--- src/rtl/mem_stage.sv ---
// Memory stage: 256x8 data memory, stack pointer, output-port register and the M/WB
// pipeline register. All side effects commit on the edge where the instruction enters WB.
module mem_stage #(
  parameter logic [7:0] SP_RESET = 8'hFF
) (
  input  logic       clk,
  input  logic       reset,
  input  logic       ld,
  input  logic       flush,
  input  logic [1:0] ra,
  input  logic [1:0] rb,
  input  logic [7:0] R_ra,
  input  logic [7:0] R_rb,
  input  logic       RW,
  input  logic [1:0] SP,
  input  logic       SW1,
  input  logic       SW2,
  input  logic       out_ld,
  input  logic       MW,
  input  logic       SM1,
  input  logic       SM2,
  input  logic [7:0] res,
  input  logic [7:0] pc_next,
  output logic [1:0] wb_rd,
  output logic       wb_RW,
  output logic       wb_SW1,
  output logic       wb_SW2,
  output logic [7:0] wb_res,
  output logic [7:0] wb_mem,
  output logic [7:0] out_port,
  output logic [7:0] sp
);

  localparam int unsigned DW    = 8;
  localparam int unsigned AW    = 8;
  localparam int unsigned DEPTH = 1 << AW;

  localparam logic [1:0] SP_PUSH = 2'b01;
  localparam logic [1:0] SP_POP  = 2'b10;

  logic [DW-1:0] mem [DEPTH];

  logic          commit;
  logic [AW-1:0] stack_addr;
  logic [AW-1:0] addr;
  logic [DW-1:0] wdata;
  logic [AW-1:0] sp_next;

  // Register-index B and operand A are not needed in this stage.
  logic unused_ok;
  assign unused_ok = ^{rb, R_ra};

  // Address, write data and next stack pointer for the instruction in M.
  always_comb begin
    commit     = ld & ~flush & ~reset;
    stack_addr = sp;
    sp_next    = sp;
    case (SP)
      SP_PUSH: sp_next = sp - AW'(1);
      SP_POP: begin
        stack_addr = sp + AW'(1);
        sp_next    = sp + AW'(1);
      end
      default: ;
    endcase
    addr  = SM1 ? stack_addr : res;
    wdata = SM2 ? pc_next : R_rb;
  end

  // Data memory write port; contents are deliberately not reset.
  always_ff @(posedge clk) begin
    if (commit && MW) mem[addr] <= wdata;
  end

  // M/WB register, stack pointer and output port.
  always_ff @(posedge clk) begin
    if (reset) begin
      wb_rd    <= 2'b00;
      wb_RW    <= 1'b0;
      wb_SW1   <= 1'b0;
      wb_SW2   <= 1'b0;
      wb_res   <= '0;
      wb_mem   <= '0;
      out_port <= '0;
      sp       <= SP_RESET;
    end else begin
      if (flush) begin
        wb_rd  <= 2'b00;
        wb_RW  <= 1'b0;
        wb_SW1 <= 1'b0;
        wb_SW2 <= 1'b0;
        wb_res <= '0;
        wb_mem <= '0;
      end else if (ld) begin
        wb_rd  <= ra;
        wb_RW  <= RW;
        wb_SW1 <= SW1;
        wb_SW2 <= SW2;
        wb_res <= res;
        wb_mem <= mem[addr];
      end
      if (commit) sp <= sp_next;
      if (commit && out_ld) out_port <= R_rb;
    end
  end

endmodule

--- config.mk ---
export PLATFORM = sky130hd
export DESIGN_NAME = mem_stage
export DESIGN_NICKNAME = d
export VERILOG_FILES = /design/src/rtl/mem_stage.sv
export SDC_FILE = /design/constraint.sdc
export NUM_CORES = 2
export LEC_CHECK = 0
export ABC_AREA = 1
export BUFFER_PORTS_ARGS = -buffer_cell sky130_fd_sc_hd__buf_2
export CAP_MARGIN = 20
export CORE_MARGIN = 2
export CORE_UTILIZATION = 25
export CTS_BUF_LIST = sky130_fd_sc_hd__clkbuf_8 sky130_fd_sc_hd__clkbuf_16
export CTS_CLUSTER_SIZE = 30
export DETAILED_ROUTE_END_ITERATION = 12
export PLACE_DENSITY = 0.43
export SLEW_MARGIN = 20
export SYNTH_ARGS = -nofsm -noshare
export SYNTH_HDL_FRONTEND = slang
export SYNTH_SLANG_ARGS = --single-unit
--- constraint.sdc ---
create_clock -name clk -period 3.51 [get_ports clk]
set_input_delay 0 -clock clk [delete_from_list [all_inputs] [get_ports clk]]
set_output_delay 0 -clock clk [all_outputs]
set_load 0.1 [all_outputs]
==> reports/qor.yml <==
logic_synthesis:
  synth.avg_cell_area_sq_um: 11.6
  synth.area.top_cells: "edfxtp_1 (72%), nand3_1 (11%), nand2_1 (10%), buf_2 (2.3%), nor2_1 (1.3%)"
  ys_types: 32
  synth_area_leader_cell: "edfxtp_1"
  ys_ff_latch: 2085
  yosys_warnings: 0
  synth_fp_nets: 7391
  synth_top_area_share_pct: 72.0
  syn_inst: 7337
  synth_seq_area_share_pct: 72.9
  syn_area_sq_mm: 0.0854
drt:
  ant_nets: 0
  num_vias: 57600
  drtIter0Drc: 5847
  route.detailed.drc: 0
  wire_per_inst_um: 22.1
  drtPass1Iterations: 5
  wl_um: 277000
  detail_route.vias_per_cell: 4.60
finish:
  final_nets: 7855
  post-route-util_pct: 30.3
  instances_no_fill: 12500
  area_growth_syn_to_layout_pct: 20.8
  layout_commonest_cell: "nand2_1"
  drive_gt1_share_pct: 12.7
  final_cell_area_sq_mm: 0.103
  layout_common_cells: "nand2_1 (2315), edfxtp_1 (2048), nand3_1 (1906)"
placement:
  io_buffers: 75
  place_area_sq_mm: 0.0948
  dp_slack_ns: -0.0401
  dp_cells: 12000
  dpl.hpwl_um: 168000
  gp_congestion: 0.816
sta:
  worst_pin_slew_ns: 1.07
  maxClockFrequency_ghz: 0.294
  hold_viol_final: 0
  fin_crit_ns: 3.40
  post-route-period-util_pct: 96.9
  fin_ws_ns: 0.109
  setup_viol_count_final: 0
  finalClockSkew_ns: 0.0482
  rsz0062_at_grt: "yes"
  slew_violations: 0
  max_slew_margin_pct: 28.6
  hold_slack_ns: 0.0443
clock_network:
  clk_pin_slew_ns: 0.06
  cts_tree: "yes"
  cts_buffers: 229
  clkSinkCount: 2085
  clkLatencyLatePin_ns: 0.87
  clock_path_buffers: 3
  cts_root_buffer: "clkbuf_16"
  htreeDepth: 4
critical_path:
  crit_required_ns: 4.07
  cp_max_fo: 25
  critPathKind: "flip-flop to flip-flop"
  critPathArrivalTime_ns: 3.96
  end_kind: "flip-flop"
  cp-start-kind: "flip-flop"
power_and_ir_drop:
  power_density_mw_per_mm2: 551
  peakVddDrop_mv: 0.552
  p_leak_nw: 36.3
die:
  dieArea_sq_mm: 0.346
  die_x_um: 588
  start_util_pct: 25.1
  rows: 214
  core_area_sq_mm: 0.340
  ios: 86
  chipHeight_um: 588
global_route:
  track_usage_pct: 15.6
  met1_usage_pct: 22.0
  grt.busiest_layer: "met2"
  gr-total-overflow: 0
  grt_max_degree: 98
  met3_usage_pct: 2.10
  use_met2_pct: 25.0
  grt_pass1_wl_um: 400000
  grt_pass1_vias: 56300
  antenna_found_initial: 12
hold_path:
  hold_class: "input port to flip-flop"
status:
  status: "finished clean"
flow_run:
  maxCapViolCount: 0
Yosys cell counts:
| library cell | number |
|---|---|
| edfxtp_1 | 2048 |
| buf_1 | 6 |
| a21oi_1 | 35 |
| buf_4 | 22 |
| buf_2 | 390 |
| dfxtp_1 | 37 |
| nand3_1 | 1906 |
| o2111ai_1 | 2 |
| mux2_2 | 8 |
| nor2_2 | 5 |
| inv_1 | 84 |
| inv_2 | 6 |
| nor2_1 | 286 |
| nand2_2 | 14 |
| o21ai_0 | 29 |
| nor3_2 | 3 |
| nor3_1 | 1 |
| o211ai_1 | 2 |
| and2_1 | 1 |
| ha_1 | 5 |
| xor2_1 | 3 |
| nor3_4 | 1 |
| or2_2 | 1 |
| o21ai_2 | 1 |
| nand4_1 | 17 |
| clkbuf_1 | 67 |
| nand2_1 | 2328 |
| or2_1 | 1 |
| o21ai_1 | 18 |
| buf_6 | 5 |
| nand3b_1 | 3 |
| a21oi_4 | 2 |
sequential cells by signal, summed over array words and instances, names as in the netlist:
register,count
mem,2048
sp,8
wb_mem,8
wb_SW1,1
wb_SW2,1
wb_RW,1
wb_res,8
out_port,8
wb_rd,2
routing by layer:
layer  routed length, um  vias up
met1              128000    28800
met4                7860        0
met3               14300      377
met5                   0        -
li1                    -    26800
met2              127000     1592
worst max-delay path: stages, from the launching register on:
cell and delay [ns]:
dfxtp_2 0.37, inv_1 0.10, ha_1 0.33, nand2_1 0.11, nand2_1 0.07, nand2_1 0.15, nand2_8 0.20, buf_4 0.32
nor3_2 0.33, nand2_2 0.42, buf_12 0.30, nor2_1 0.11, buf_4 0.21
final cells by class:
class | instances | area, sq um
Fill cell | 34400 | 237000
Sequential cell | 2085 | 62200
Multi-Input combinational cell | 4672 | 20600
Timing Repair Buffer | 723 | 7010
Clock buffer | 233 | 5830
Tap cell | 4536 | 5680
Clock inverter | 192 | 1400
Inverter | 90 | 345
Antenna cell | 6 | 15.0
per-stage QoR:
step                      TNS, ns  power (mW)
after floorplan                 0        31.4
after global placement     -0.278        34.0
after detailed placement  -0.0760        34.1
after CTS                       0        57.4
after global routing      -0.0579        58.8
final                           0        56.8
kinds of logic (layout without fill, tap and decap cells):
logic type               Yosys count  count (layout)  share of synthesized area (%)
AO/OA/AOI/OAI                     89              89                          0.567
XOR/XNOR                           3               3                         0.0308
adder cells (fa/ha/maj)            5               5                         0.0733
buffers and inverters            580            1238                           3.26
flip-flops                      2085            2085                           72.9
multiplexers                       8               8                          0.106
other                              0               6                              0
AND/OR/NAND/NOR                 4567            4567                           23.0
report_power, final:
part | total (mW) | internal, mW | switching [mW]
registers | 27.6 | 27.6 | 0.0287
logic | 5.99 | 1.64 | 4.35
clock network | 23.2 | 13.2 | 10.1
final timing paths:
check              from  cells after the start          to  slack, ns
max               sp[0]                     12  mem[81][1]       0.11
min          pc_next[6]                      2  mem[13][6]       0.04
max reg2reg       sp[0]                     12  mem[81][1]       0.11
min reg2reg       sp[0]                      2       sp[0]       0.53
what timing repair did:
| action | in CTS | in global routing |
|---|---|---|
| hold endpoints to repair | 53 | 0 |
| buffers inserted | 0 | 7 |
| pin swaps | 0 | 1 |
| gates resized for setup | 2 | 8 |
| setup endpoints to repair | 2 | 62 |
| hold buffers | 95 | 0 |
Power figures use the tool's default switching activity.
